File: config.mk
export PLATFORM = sky130hd
export DESIGN_NAME = instruction_fetch
export DESIGN_NICKNAME = d
export VERILOG_FILES = /design/src/rtl/fetch_pkg.sv /design/src/rtl/fetch_fifo.sv /design/src/rtl/instruction_fetch.sv
export SDC_FILE = /design/constraint.sdc
export NUM_CORES = 1
export LEC_CHECK = 0
export BUFFER_PORTS_ARGS = -buffer_cell sky130_fd_sc_hd__buf_4
export CAP_MARGIN = 5
export CORE_MARGIN = 4
export CORE_UTILIZATION = 45
export CTS_BUF_LIST = sky130_fd_sc_hd__clkbuf_8
export DETAILED_ROUTE_END_ITERATION = 10
export PLACE_DENSITY = 0.67
export SLEW_MARGIN = 20
export SYNTH_ARGS = -nofsm -noshare
export SYNTH_HDL_FRONTEND = slang
export SYNTH_HIERARCHICAL = 1
export SYNTH_SLANG_ARGS = --single-unit
File: constraint.sdc
create_clock -name clk -period 8.5 [get_ports clk]
set_input_delay 0.85 -clock clk [delete_from_list [all_inputs] [get_ports clk]]
set_output_delay 0.85 -clock clk [all_outputs]
set_load 0.1 [all_outputs]
File: src/rtl/fetch_pkg.sv
// Shared types for the instruction fetch front end: word width and the
// {pc, instr} entry carried through the prefetch queue.
package fetch_pkg;

    localparam int WORD_W = 32;

    typedef struct packed {
        logic [WORD_W-1:0] pc;
        logic [WORD_W-1:0] instr;
    } fetch_entry_t;

endpackage

File: src/rtl/fetch_fifo.sv
// DEPTH-entry synchronous FIFO of fetch entries with flush. Pointers wrap
// naturally; a separate count distinguishes full from empty.
module fetch_fifo
    import fetch_pkg::*;
#(
    parameter int DEPTH = 4
) (
    input  logic                           clk,
    input  logic                           rst_n,
    input  logic                           push,
    input  fetch_entry_t                   push_data,
    input  logic                           pop,
    input  logic                           flush,
    output fetch_entry_t                   head,
    output logic                           head_valid,
    output logic [$clog2(DEPTH+1)-1:0]     level
);

    localparam int PW = $clog2(DEPTH);
    localparam int LW = $clog2(DEPTH+1);

    fetch_entry_t    mem [DEPTH];
    logic [PW-1:0]   rptr;
    logic [PW-1:0]   wptr;
    logic [LW-1:0]   count;
    logic            pop_ok;
    logic            push_ok;

    assign pop_ok  = pop & (count != '0);
    assign push_ok = push & ((count != LW'(DEPTH)) | pop_ok);

    // A flush keeps the read pointer (after any same-cycle pop) so the
    // head registers keep showing the last word while the queue is empty.
    always_ff @(posedge clk or negedge rst_n) begin
        if (!rst_n) begin
            rptr  <= '0;
            wptr  <= '0;
            count <= '0;
            for (int i = 0; i < DEPTH; i++) begin
                mem[i] <= '0;
            end
        end else begin
            rptr <= rptr + PW'(pop_ok);
            if (flush) begin
                wptr  <= rptr + PW'(pop_ok);
                count <= '0;
            end else begin
                if (push_ok) begin
                    mem[wptr] <= push_data;
                end
                wptr  <= wptr + PW'(push_ok);
                count <= count + LW'(push_ok) - LW'(pop_ok);
            end
        end
    end

    assign head       = mem[rptr];
    assign head_valid = (count != '0);
    assign level      = count;

endmodule

File: src/rtl/instruction_fetch.sv
// Fetch front end: owns the pc, reads the combinational ROM, and buffers
// {pc, instr} pairs for decode. Redirects flush the queue and reload pc.
module instruction_fetch
    import fetch_pkg::*;
#(
    parameter int          DEPTH     = 4,
    parameter int unsigned MEM_WORDS = 32,
    parameter int unsigned RESET_PC  = 0
) (
    input  logic                         clk,
    input  logic                         rst_n,
    output logic [WORD_W-1:0]            imem_addr,
    input  logic [WORD_W-1:0]            imem_data,
    input  logic                         redirect_valid,
    input  logic [WORD_W-1:0]            redirect_pc,
    output logic                         out_valid,
    input  logic                         out_ready,
    output logic [WORD_W-1:0]            out_instr,
    output logic [WORD_W-1:0]            out_pc,
    output logic [$clog2(DEPTH+1)-1:0]   level,
    output logic                         halted
);

    localparam int LW = $clog2(DEPTH+1);

    logic [WORD_W-1:0] pc;
    logic              pc_in_range;
    logic              pop;
    logic              fetch_en;
    fetch_entry_t      push_entry;
    fetch_entry_t      head;

    // Handshake: a word transfers to decode on any edge where out_valid and
    // out_ready are both high; out_valid never depends on out_ready, and a
    // pop coincident with a redirect is still a completed transfer.
    assign pop         = out_valid & out_ready;
    assign pc_in_range = (pc < WORD_W'(MEM_WORDS));
    assign fetch_en    = pc_in_range & ((level < LW'(DEPTH)) | pop) & ~redirect_valid;

    always_ff @(posedge clk or negedge rst_n) begin
        if (!rst_n) begin
            pc <= WORD_W'(RESET_PC);
        end else if (redirect_valid) begin
            pc <= redirect_pc;
        end else if (fetch_en) begin
            pc <= pc + 1'b1;
        end
    end

    assign push_entry.pc    = pc;
    assign push_entry.instr = imem_data;

    fetch_fifo #(
        .DEPTH(DEPTH)
    ) u_fifo (
        .clk        (clk),
        .rst_n      (rst_n),
        .push       (fetch_en),
        .push_data  (push_entry),
        .pop        (pop),
        .flush      (redirect_valid),
        .head       (head),
        .head_valid (out_valid),
        .level      (level)
    );

    assign imem_addr = pc;
    assign out_instr = head.instr;
    assign out_pc    = head.pc;
    assign halted    = ~pc_in_range & (level == '0);

endmodule
==> impl_metrics.tcl <==
set metrics [dict create \
    status "complete, no violations" \
    antenna_found_initial 0 \
    period_needed_ps 4230 \
    cp-end-kind "register" \
    rr_startpoint "imem_addr[5]" \
    netlist_instances 763 \
    vias 7319 \
    final_nets 1018 \
    crit_type "register to register" \
    muxShareOfSynthArea_pct 36.8 \
    path_cells "nor4_2 -> nand2_1 -> a2111oi_4 -> nor2b_1 -> nor4bb_1 -> nand2_4 -> mux2_2" \
    synth_top_area_share_pct 55.9 \
    synth_compound_area_share_pct 0.711 \
    rsz0062_at_grt "false" \
    drtAntennaViolNets 0 \
    grt_pass1_vias 7899 \
    grt.overflow.total 0 \
    peakVddDrop_uv 129 \
    cp.arrival_ps 4670 \
    holdBufCountCts 0 \
    cts_resized 0 \
    syn_area_mm2 0.0132 \
    h-tree-depth 2 \
    p_leak_nw 7.71 \
    synth_nets 837 \
    antenna_cells 0 \
    die_y_um 179 \
    drt_iter0_drc 326 \
    multi_input_area_mm2 0.00538 \
    drv_cap 0 \
    place.gp.congestion 0.727 \
    dp_hpwl_mm 16.6 \
    wl_mm 28.1 \
    fmax_ghz 0.237 \
    die-width_um 179 \
    yosys.area.top_type "dfrtp_1" \
    fin_crit_sh_pct 49.7 \
    pin_count 169 \
    syn_area_per_cell_um2 17.3 \
    grt_max_degree 158 \
    ys_types 44 \
    clockBufferDepth 3 \
    synth-seq-cells 295 \
    wl_per_cell_um 20.6 \
    ys.warnings.count 6 \
    async_reset_ff_share_pct 100 \
    worstPathMaxFanout 64 \
    n_fill_cell 2389 \
    yosysSeqAreaShare_pct 55.9 \
    worstPathRequired_ps 8940 \
    cts_inserted_buffers 51 \
    io_buffers 168 \
    synth_area_leaders "dfrtp_1, mux2_2, mux4_2" \
    tns_ps 0 \
    post_drt_via_cell_ratio 5.38 \
    p_total_mw 2.99 \
    hold_violations 0 \
    clkSlewWorstSetupHoldPaths_ps 60 \
    slowest_delay_ps 730 \
    finalSetupViolations 0 \
    synth_top_family_by_area "multiplexers" \
    initial_core_util_pct 45.7 \
    die_area_mm2 0.0321 \
    p_per_area_mw_per_mm2 192 \
    clock_latency_ps 580 \
    synth-xor-area-share_pct 0.332 \
    synth-adder-area-share_pct 0.626 \
    drc 0 \
    grt_first_pass_wirelength_mm 44.1 \
    synth_simple_gate_area_share_pct 2.20 \
    synthToLayoutAreaGrowth_pct 17.9 \
    worstMarginPinSlew_ps 1090 \
    synthMostInstantiatedCell "dfrtp_1" \
    maxSlewViolCount 0 \
    cts_root_buf "clkbuf_8" \
    grt.total_usage_pct 17.6 \
    post_layout_nonfiller_instances 1361 \
    synth_edf_count 0 \
    skew_ps 26.2 \
    final-seq-area_mm2 0.00739 \
    yosys-top-cells-count "dfrtp_1, mux2_2, mux4_2" \
    cpMaxStageDelayCell "a2111oi_4" \
    crit_start "imem_addr[5]" \
    slew_headroom_pct 27.2 \
    drive_gt1_share_pct 61.3 \
    design.core.area_mm2 0.0289 \
    drt_pass1_iterations 4 \
    cts_tree "built" \
    num_rows 62 \
    cts_post_setup_buffers_inserted 0 \
    hold_class "input port to async pin" \
    placed_cells 1275 \
    worstSetupStartpointType "register" \
    cts_sinks 295 \
    synth_flop_cell "dfrtp_1" \
]
## worst max-delay path: cells and delay by family (launching register included)
| kind | cells | cell delay, ps |
|---|---|---|
| multiplexers | 1 | 510 |
| AND/OR/NAND/NOR | 5 | 2320 |
| flip-flops | 1 | 490 |
| AO/OA/AOI/OAI | 1 | 730 |
## final timing paths
path / end / slack (ps) / cells after the start
worst max-delay path: u_fifo/mem[139] / 4270 / 7
worst min-delay path: u_fifo/mem[212] / 260 / 1
worst max register to register: u_fifo/mem[139] / 4270 / 7
worst min register to register: u_fifo/mem[82] / 500 / 1
max in group asynchronous: u_fifo/mem[103] / 6450 / 3
min in group clk: u_fifo/mem[82] / 500 / 1
## layout make-up
type	count	area share [%]
well taps	384	3.09
clock buffers	60	5.31
inverters	7	0.169
repair buffers	176	8.62
multi-input cells	413	34.6
flip-flops and latches	295	47.5
clock inverters	26	0.772
## report_power, final
group | switching (mW) | internal [mW]
logic | 0.232 | 0.0847
registers | 0.0421 | 1.43
clock network | 0.563 | 0.638
## through the flow
stage / hold slack [ps] / cell area [um2] / utilization (%) / worst slack (ps)
global route: 294 / 15600 / 53.9 / 4060
finish: 256 / 15600 / 53.9 / 4270
floorplan: 474 / 13200 / - / 3430
detailed placement: 487 / 14600 / 50.6 / 4310
CTS: 262 / 15600 / 53.9 / 4260
global placement: 481 / 14600 / 50.6 / 4370
## flip-flops by register name (all words and copies together), names as in the netlist
register and cells:
u_fifo/mem 256, u_fifo/rptr 2, imem_addr 32, u_fifo/level 3
u_fifo/wptr 2
## cell usage in the layout (no fill, tap or decap), types with 2 or more instances in the layout
cell type	instances
a21oi_1	2
buf_4	174
clkbuf_8	60
clkinv_2	4
dfrtp_1	293
dfrtp_4	2
ha_1	5
inv_1	26
inv_6	2
mux2_2	223
mux2_4	60
mux4_2	64
nand2_1	8
nand2b_1	2
nand3_1	2
nand4_1	3
nand4b_1	2
nor2_1	5
nor2b_1	3
nor3_1	2
nor4_1	5
nor4_2	2
o21ai_0	2
o311ai_0	2
xnor2_1	3
xor2_1	2
## kinds of logic after synthesis
group,count (synthesis)
simple gates,45
flops,295
xor+xnor,5
mux,347
buf+inv,55
fa+ha+maj,6
compound gates,10
## per-layer routing
layer / up-vias / global-route usage, % / share of wire [%]
li1: 3230 / - / -
met1: 3872 / 23.9 / 45
met2: 166 / 27.9 / 47
met3: 51 / 4.87 / 6.4
met4: 0 / 5.11 / 2.2
met5: - / 0 / 0
No activity file was read; power rests on OpenSTA's default activity.
